--- config.mk ---
export PLATFORM = sky130hd
export DESIGN_NAME = jtframe_db15_tx
export DESIGN_NICKNAME = d
export VERILOG_FILES = /design/src/rtl/jtframe_db15_pkg.sv /design/src/rtl/jtframe_db15_sync.sv /design/src/rtl/jtframe_db15_tx.sv
export SDC_FILE = /design/constraint.sdc
export NUM_CORES = 1
export LEC_CHECK = 0
export ABC_AREA = 1
export BUFFER_PORTS_ARGS = -buffer_cell sky130_fd_sc_hd__buf_2
export CORE_MARGIN = 1.5
export CORE_UTILIZATION = 50
export DETAILED_ROUTE_END_ITERATION = 10
export PLACE_DENSITY = 0.72
export SLEW_MARGIN = 30
export SYNTH_ARGS = -nofsm -noshare
export SYNTH_HDL_FRONTEND = slang
export SYNTH_SLANG_ARGS = --single-unit
--- constraint.sdc ---
create_clock -name clk -period 2.1 [get_ports clk]
set_input_delay 0.315 -clock clk [delete_from_list [all_inputs] [get_ports clk]]
set_output_delay 0.315 -clock clk [all_outputs]
set_load 0.01 [all_outputs]
--- src/rtl/jtframe_db15_pkg.sv ---
// ---------------------------------------------------------------------------
// jtframe_db15_pkg
// Shared constants and types for the DB15 joystick adapter transmitter.
//   DB15_W          : bits per player word
//   DB15_UP..COIN   : bit positions of each control inside a player word
//   db15_state_e    : transmitter frame states
//   db15_cnt_w()    : width of a counter able to hold 0..2*w
// ---------------------------------------------------------------------------
package jtframe_db15_pkg;

    localparam int DB15_W     = 12;

    localparam int DB15_UP    = 0;
    localparam int DB15_DOWN  = 1;
    localparam int DB15_LEFT  = 2;
    localparam int DB15_RIGHT = 3;
    localparam int DB15_B1    = 4;
    localparam int DB15_B2    = 5;
    localparam int DB15_B3    = 6;
    localparam int DB15_B4    = 7;
    localparam int DB15_B5    = 8;
    localparam int DB15_B6    = 9;
    localparam int DB15_START = 10;
    localparam int DB15_COIN  = 11;

    typedef enum logic [1:0] {
        ST_LOAD      = 2'd0,
        ST_SHIFT     = 2'd1,
        ST_IDLE_TAIL = 2'd2
    } db15_state_e;

    // Counter must reach 2*w without wrapping.
    function automatic int db15_cnt_w(input int w);
        return $clog2(2 * w + 1);
    endfunction

endpackage

--- src/rtl/jtframe_db15_sync.sv ---
// ---------------------------------------------------------------------------
// jtframe_db15_sync
// Brings one asynchronous reader line into the clk domain and flags its
// rising edges.
//   clk, rst   : block clock, asynchronous active-high reset
//   din        : raw asynchronous line (idles high)
//   level      : synchronized line level (last synchronizer stage)
//   rise       : one-cycle pulse on an accepted rising edge
// Parameters:
//   SYNC       : synchronizer depth, must be 2 or more
//   DEGLITCH   : 1 = an edge is accepted only after one low cycle followed
//                by two consecutive high cycles (single-cycle highs are
//                ignored, one extra cycle of latency). The top selects this
//                for the shift clock through JTFRAME_DB15_TX_DEGLITCH_EN.
// ---------------------------------------------------------------------------
module jtframe_db15_sync #(
    parameter int SYNC     = 2,
    parameter bit DEGLITCH = 1'b0
) (
    input  logic clk,
    input  logic rst,
    input  logic din,
    output logic level,
    output logic rise
);

    logic [SYNC-1:0] sync_q;
    logic            prev_q;

    // Flops reset to 1 so an idle-high line never produces a spurious edge.
    always_ff @(posedge clk or posedge rst) begin
        if (rst) begin
            sync_q <= '1;
            prev_q <= 1'b1;
        end else begin
            sync_q <= {sync_q[SYNC-2:0], din};
            prev_q <= sync_q[SYNC-1];
        end
    end

    assign level = sync_q[SYNC-1];

    generate
        if (DEGLITCH) begin : g_deglitch
            logic prev2_q;

            always_ff @(posedge clk or posedge rst) begin
                if (rst) begin
                    prev2_q <= 1'b1;
                end else begin
                    prev2_q <= prev_q;
                end
            end

            // Pattern low, high, high (oldest to newest).
            assign rise = level & prev_q & ~prev2_q;
        end else begin : g_plain
            assign rise = level & ~prev_q;
        end
    endgenerate

endmodule

--- src/rtl/jtframe_db15_tx.sv ---
// ---------------------------------------------------------------------------
// jtframe_db15_tx
// Device side of the DB15 joystick adapter: a 74x165-style parallel-load
// shift chain that answers a reader driving joy_load / joy_clk.
//   clk, rst    : block clock (>= 4x joy_clk toggle rate), async active-high
//                 reset
//   joy1, joy2  : player button words, active high (1 = pressed)
//   joy_load    : reader load strobe, active low, asynchronous
//   joy_clk     : reader shift clock, asynchronous
//   joy_data    : serial data, active low; order joy1[0..W-1], joy2[0..W-1]
//   frame_done  : one-cycle pulse when the counter reaches 2*W
//   overrun     : sticky flag for shifts past 2*W, cleared by the next load
// Build option:
//   JTFRAME_DB15_TX_DEGLITCH_EN : deglitch the synchronized joy_clk so that
//                 single-cycle high pulses are not taken as shift edges.
// ---------------------------------------------------------------------------
module jtframe_db15_tx
    import jtframe_db15_pkg::*;
#(
    parameter int W    = DB15_W,
    parameter int SYNC = 2
) (
    input  logic         clk,
    input  logic         rst,
    input  logic [W-1:0] joy1,
    input  logic [W-1:0] joy2,
    input  logic         joy_load,
    input  logic         joy_clk,
    output logic         joy_data,
    output logic         frame_done,
    output logic         overrun
);

    localparam int            CW    = db15_cnt_w(W);
    localparam logic [CW-1:0] TOTAL = CW'(2 * W);
    localparam logic [CW-1:0] LAST  = CW'(2 * W - 1);

`ifdef JTFRAME_DB15_TX_DEGLITCH_EN
    localparam bit CLK_DEGLITCH = 1'b1;
`else
    localparam bit CLK_DEGLITCH = 1'b0;
`endif

    // ---------------------------------------------------------------
    // Line synchronizers
    // ---------------------------------------------------------------
    logic load_lvl;
    logic load_rise;
    logic unused_clk_lvl;
    logic clk_rise;

    jtframe_db15_sync #(
        .SYNC     (SYNC),
        .DEGLITCH (1'b0)
    ) u_sync_load (
        .clk   (clk),
        .rst   (rst),
        .din   (joy_load),
        .level (load_lvl),
        .rise  (load_rise)
    );

    jtframe_db15_sync #(
        .SYNC     (SYNC),
        .DEGLITCH (CLK_DEGLITCH)
    ) u_sync_clk (
        .clk   (clk),
        .rst   (rst),
        .din   (joy_clk),
        .level (unused_clk_lvl),
        .rise  (clk_rise)
    );

    // ---------------------------------------------------------------
    // State and datapath registers
    // ---------------------------------------------------------------
    db15_state_e     state_q, state_d;
    db15_state_e     cur_state;
    logic [2*W-1:0]  shreg_q, shreg_d;
    logic [CW-1:0]   cnt_q, cnt_d;
    logic            ovr_q, ovr_d;
    logic            done_q, done_d;

    // Reset parks in IDLE_TAIL: with no load seen yet there is no frame to
    // send, so any stray shift edge is treated as excess.
    always_ff @(posedge clk or posedge rst) begin
        if (rst) begin
            state_q <= ST_IDLE_TAIL;
            shreg_q <= '1;
            cnt_q   <= '0;
            ovr_q   <= 1'b0;
            done_q  <= 1'b0;
        end else begin
            state_q <= state_d;
            shreg_q <= shreg_d;
            cnt_q   <= cnt_d;
            ovr_q   <= ovr_d;
            done_q  <= done_d;
        end
    end

    // ---------------------------------------------------------------
    // Next-state logic
    // cur_state is the state in force this cycle: a low synced load
    // overrides everything (so load beats a coincident shift edge), and
    // the release of load starts the frame in the same cycle.
    // ---------------------------------------------------------------
    always_comb begin
        cur_state = state_q;
        if (!load_lvl) begin
            cur_state = ST_LOAD;
        end else if (load_rise) begin
            cur_state = ST_SHIFT;
        end

        state_d = cur_state;
        if (cur_state == ST_SHIFT && clk_rise && cnt_q == LAST) begin
            state_d = ST_IDLE_TAIL;
        end
    end

    // ---------------------------------------------------------------
    // Output / datapath logic
    // ---------------------------------------------------------------
    always_comb begin
        shreg_d = shreg_q;
        cnt_d   = cnt_q;
        ovr_d   = ovr_q;
        done_d  = 1'b0;

        unique case (cur_state)
            ST_LOAD: begin
                // Bit 0 is the first one presented on joy_data.
                shreg_d = ~{joy2, joy1};
                cnt_d   = '0;
                ovr_d   = 1'b0;
            end
            ST_SHIFT: begin
                if (clk_rise) begin
                    shreg_d = {1'b1, shreg_q[2*W-1:1]};
                    cnt_d   = cnt_q + 1'b1;
                    done_d  = (cnt_q == LAST);
                end
            end
            ST_IDLE_TAIL: begin
                if (clk_rise) begin
                    shreg_d = {1'b1, shreg_q[2*W-1:1]};
                    cnt_d   = TOTAL;
                    ovr_d   = 1'b1;
                end
            end
            default: begin
            end
        endcase
    end

    // After 2*W shifts every bit has been replaced by a released 1, so the
    // output bit alone already yields 1 in IDLE_TAIL.
    assign joy_data   = shreg_q[0];
    assign frame_done = done_q;
    assign overrun    = ovr_q;

endmodule

==> results of run 1 <==
[cell type report]
class                   instances  area share
clock inverters                 2      0.0265
multi-input cells             150       0.357
inverters                      12      0.0199
clock buffers                   6      0.0320
flip-flops and latches         39       0.448
well taps                      48      0.0265
repair buffers                 34      0.0906
[flip-flops by register name, indices dropped and copies added (netlist names)]
name	count
u_sync_load.prev_q	1
u_sync_load.sync_q	2
state_q	2
overrun	1
cnt_q	5
u_sync_clk.sync_q	2
shreg_q	24
frame_done	1
u_sync_clk.prev_q	1
[stage by stage]
| step | total power, mW | area (um2) |
|---|---|---|
| 2_1_floorplan | 1.23 | 1950 |
| 3_3_place_gp | 1.29 | 2130 |
| 3_5_place_dp | 1.30 | 2130 |
| 4_1_cts | 2.04 | 2270 |
| 5_1_grt | 2.13 | 2270 |
| 6_report | 2.02 | 2270 |
[cells in the final DEF, fill, tap and decap left out]
| cell type | count |
|---|---|
| nand3b_1 | 1 |
| clkbuf_8 | 5 |
| bufinv_16 | 2 |
| o21a_1 | 23 |
| inv_1 | 11 |
| ha_1 | 3 |
| nor2_1 | 25 |
| nand4_1 | 2 |
| buf_2 | 30 |
| dfstp_2 | 31 |
| nand3_2 | 2 |
| a21oi_1 | 15 |
| nand3_1 | 8 |
| a21oi_2 | 10 |
| clkbuf_1 | 1 |
| nor2_2 | 7 |
| nor3_1 | 1 |
| dfrtp_1 | 8 |
| buf_4 | 2 |
| o21ai_0 | 3 |
| nand2_2 | 2 |
| inv_2 | 1 |
| buf_12 | 2 |
| nand2_1 | 47 |
| xnor2_1 | 1 |
[cell usage after synthesis (4+ instances only)]
library cell,number
buf_6,4
nand2_1,47
inv_1,11
o21a_1,23
nor2_1,25
nor2_2,7
dfrtp_1,8
a21oi_2,10
a21oi_1,15
nand3_1,8
dfstp_2,31
[worst paths after layout]
check | end | cells after the start | slack [ns]
setup / recovery | shreg_q[20] | 9 | 0.20
hold / removal | cnt_q[0] | 2 | 0.007
setup reg to reg | shreg_q[20] | 9 | 0.20
hold reg to reg | u_sync_load.sync_q[1] | 0 | 0.36
max in group asynchronous | shreg_q[10] | 3 | 1.44
min in group clk | u_sync_clk.sync_q[0] | 1 | 0.12
[logic make-up (layout without fill, tap and decap cells)]
family                   Yosys count  in the layout  synth area share
AND/OR/NAND/NOR                   95             95             0.211
AO/OA/AOI/OAI                     51             51             0.179
flip-flops                        39             39             0.520
buffers and inverters             22             54            0.0660
adder cells (fa/ha/maj)            3              3            0.0192
XOR/XNOR                           1              1           0.00449
[metal layers]
metal,wire length [um],vias to the layer above,GRT usage,share of wire
met5,0,-,0,0
met4,61,0,0.0859,0.018
met3,169,7,0.0462,0.049
met2,1560,30,0.293,0.45
met1,1650,665,0.233,0.48
li1,-,747,-,-
[worst max-delay path: cells and delay by family (launching register included)]
family / cells / cell delay [ns]
adders and majority gates: 1 / 0.28
DFF: 1 / 0.57
AOI/OAI and AO/OA: 1 / 0.16
and+or+nand+nor: 4 / 0.36
buffers and inverters: 3 / 0.44
[power groups by stage]
stage	Sequential [mW]	Combinational, mW	Clock [mW]
floorplan	0.974	0.258	0
global placement	0.981	0.312	0
detailed placement	0.986	0.318	0
CTS	0.976	0.320	0.748
global route	0.989	0.358	0.778
finish	0.975	0.314	0.733
==> impl_metrics.toml, run 1 <==
[route]
wl_mm = 3.45
drt_iter0_drc = 64
vias_per_cell = 4.98
postRouteAntennaNets = 0
drt_drc_violations_left = 0
drt_pre_antenna_iters = 4
routedWlPerCell_um = 11.8
via_count = 1449

[final_layout]
multi_input_area_um2 = 808
stdcell_count = 291
drive_gt1_frac = 0.387
register_area_um2 = 1010
fin_util = 0.610
fill_cells = 346
nets = 273
num_antenna_cells = 0
area_delta_synth_final_pct = 16.1

[synthesis]
synth_flop_cell = "dfstp_2"
netlist_instances = 211
synth_nets = 242
yosysUniqueCellTypes = 24
avgSynthCellArea_um2 = 9.25
yosys_warnings = 0
yosys-top-cells-area = "dfstp_2, dfrtp_1, nand2_1"
yosysTopAreaCellShare = 0.417
synth_edf_count = 0
async_flop_share = 1.00
synth_area_um2 = 1950
synth_top_area_cell = "dfstp_2"
synth-seq-cells = 39
synth_seq_area_share = 0.520

[timing]
relSlewSlack = 0.705
worst-slew-pin-transition_ns = 0.442
grt_setup_unrepaired = "no"
setup_viol = 0
finalSetupTns_ns = 0
hold_viol = 0
period_share = 0.907
setup_ws_ns = 0.196
slew_viol_final = 0
fmax_mhz = 525
whs_ns = 0.00683
finClkSkew_ns = 0.00895
fin_crit_ns = 1.90

[power_and_ir_drop]
p_per_area_nw_per_um2 = 893
peakVddDrop_mv = 0.491
switchingPower_mw = 0.488
intPower_mw = 1.53
p_seq_frac = 0.482
p_clk_frac = 0.363
swShare = 0.241
p_comb_frac = 0.155
leakage_nw = 1.03

[placement]
dp_cells = 283
dp_hpwl_mm = 2.39
pre_cts_ws_ns = 0.243
portBuffers = 30
gp_congestion = 0.773

[worst_setup_path]
endpoint_kind = "flop"
arrival_ns = 2.12
critPathRequiredTime_ns = 2.32
crit_path_top_delay_cell = "dfstp_2"
path_cells = "nand3_2 > inv_1 > ha_1 > inv_2 > nand2_1 > nand2_2 > buf_12 > nor2_1 > a21oi_1"
path_max_fanout = 47
r2r_start = "u_sync_load.sync_q[1]"
cp-startpoint = "u_sync_load.sync_q[1]"
crit_type = "flop to flop"
crit_path_start_kind = "flop"
cp_slowest_stage_delay_ns = 0.57

[status]
status = "completed"

[global_route]
grt_max_degree = 50
track_usage = 0.183
grt_pass1_wl_mm = 5.83
overflow = 0
grt_pass1_vias = 1373
grt_antenna_before_repair = 0

[worst_hold_path]
hold_path_class = "input pin to asynchronous set/reset pin"

[clocking]
htree_levels = 2
cts_resized = 0
clk_latency_ns = 0.29
post-cts-setup-buffers = 0
cts_tree = "yes"
clockBufferDepth = 2
clk_pin_slew_ns = 0.08
cts_root_buf = "clkbuf_8"
numCtsBuffers = 5
clock_sinks = 39
ctsHoldBuffers = 0

[floorplan]
die_area_um2 = 4290
coreArea_um2 = 3720
die_w_um = 65.5
row_count = 22
io_pins = 31
die_h_um = 65.5
initial_core_util = 0.525

[job]
cap_violations = 0
No activity file was read; power rests on OpenSTA's default activity.
==> inputs of run 2 (changes only) <==
Settings changed: PLACE_DENSITY 0.72 to 0.71.
==> impl_metrics.toml, run 2 (synthesis gave the netlist of run 1 again) <==
[global_route]
grt_util_met1 = 0.228
grtUsageMet3 = 0.0651
grt_pass1_vias = 1376
grt_antenna_before_repair = 0
track_usage = 0.178
top_usage_layer = "met2"
grt_max_degree = 47
overflow = 0
grt_use_met2 = 0.274
grt_pass1_wl_mm = 5.70

[timing]
worst-slew-pin-transition_ns = 0.452
slew_viol_final = 0
period_share = 0.929
hold_viol = 0
fmax_mhz = 513
finClkSkew_ns = 0.00931
relSlewSlack = 0.699
grt_setup_unrepaired = "no"
setup_viol = 0
whs_ns = 0.118
fin_crit_ns = 1.95
finalSetupTns_ns = 0

[route]
drt_pre_antenna_iters = 4
wl_mm = 3.33
drt_drc_violations_left = 0
drt_iter0_drc = 156
via_count = 1474
routedWlPerCell_um = 11.4
postRouteAntennaNets = 0
vias_per_cell = 5.05

[clocking]
clockBufferDepth = 2
ctsHoldBuffers = 0
numCtsBuffers = 5
post-cts-setup-buffers = 0
htree_levels = 2
cts_root_buf = "clkbuf_8"
clk_pin_slew_ns = 0.08
cts_resized = 0
cts_tree = "yes"
clk_latency_ns = 0.29
clock_sinks = 39

[job]
cap_violations = 0

[floorplan]
row_count = 22
coreArea_um2 = 3720
die_w_um = 65.5
initial_core_util = 0.525
die_area_um2 = 4290
die_h_um = 65.5
io_pins = 31

[worst_setup_path]
crit_path_start_kind = "flop"
r2r_start = "u_sync_load.sync_q[1]"
crit_type = "flop to flop"
cp_slowest_stage_delay_ns = 0.57
crit_path_top_delay_cell = "dfstp_2"
ff2ff_path_depth = 9
path_cells = "nand3_2 > inv_1 > ha_1 > inv_2 > nand2_1 > nand2_4 > buf_12 > nor2_1 > a21oi_1"
critPathRequiredTime_ns = 2.31
path_buf_inv = 3
endpoint_kind = "flop"
reg2reg_to = "shreg_q[16]"
critPathTopFamily = "flip-flops"
path_max_fanout = 26
worst-r2r-setup-slack_ns = 0.15
arrival_ns = 2.16

[power_and_ir_drop]
leakage_nw = 1.04
swShare = 0.237
p_per_area_nw_per_um2 = 885
peakVddDrop_mv = 0.562
p_seq_frac = 0.483
intPower_mw = 1.54
switchingPower_mw = 0.477
p_comb_frac = 0.158
p_clk_frac = 0.359

[worst_hold_path]
hold_path_class = "input pin to asynchronous set/reset pin"

[status]
status = "completed"

[placement]
portBuffers = 30
dp_hpwl_mm = 2.24
gp_congestion = 0.900

[final_layout]
layout_commonest_cell = "nand2_1"
area_delta_synth_final_pct = 16.7
drive_gt1_frac = 0.389
final_cell_mix = "nand2_1, dfstp_2, buf_2"
num_antenna_cells = 0
reg_top3 = "shreg_q (24), cnt_q (5)"
nets = 274
largest_register_ffs = 24
largest-register = "shreg_q"
==> run 2: routing by layer <==
metal / vias to the layer above / part of all wire
li1: 750 / -
met1: 678 / 0.47
met2: 38 / 0.46
met3: 8 / 0.054
met4: 0 / 0.018
met5: - / 0
==> run 2: area by class of cell <==
| type | count | area (um2) |
|---|---|---|
| inverter | 12 | 45.0 |
| clock buffer | 6 | 72.6 |
| multi-input combinational | 150 | 813 |
| tap | 48 | 60.1 |
| fill | 341 | 1440 |
| sequential | 39 | 1010 |
| clock inverter | 2 | 60.1 |
| timing repair buffer | 35 | 213 |
==> run 2: tightest hold or removal path, delay by kind of cell <==
kind                   cells  cell delay, ns
buffers and inverters      3            0.52
==> run 2: worst max-delay path by stage <==
stage / cells after the start / to / start
after global routing: 9 / shreg_q[14] / u_sync_load.sync_q[1]
final: 9 / shreg_q[16] / u_sync_load.sync_q[1]
after CTS: 9 / shreg_q[15] / u_sync_load.sync_q[1]
after global placement: 9 / shreg_q[16] / u_sync_load.sync_q[1]
after detailed placement: 9 / shreg_q[20] / u_sync_load.sync_q[1]
after floorplan: 8 / shreg_q[1] / u_sync_load.sync_q[1]
==> run 2: metrics by stage <==
step / total power [mW] / utilization / cells / cell area (um2) / worst slack [ns]
global placement: 1.30 / 0.576 / 284 / 2140 / 0.224
finish: 2.02 / 0.613 / 292 / 2280 / 0.150
CTS: 2.04 / 0.612 / 292 / 2270 / 0.0993
detailed placement: 1.31 / 0.576 / 284 / 2140 / 0.154
floorplan: 1.23 / - / 211 / 1950 / 0.376
global route: 2.12 / 0.613 / 292 / 2280 / 0.00880
==> run 2: power groups by stage <==
stage / Combinational (mW) / Sequential, mW / Clock (mW)
4_1_cts: 0.324 / 0.975 / 0.745
3_5_place_dp: 0.323 / 0.984 / 0
3_3_place_gp: 0.315 / 0.984 / 0
5_1_grt: 0.366 / 0.986 / 0.769
2_1_floorplan: 0.258 / 0.974 / 0
6_report: 0.319 / 0.973 / 0.724
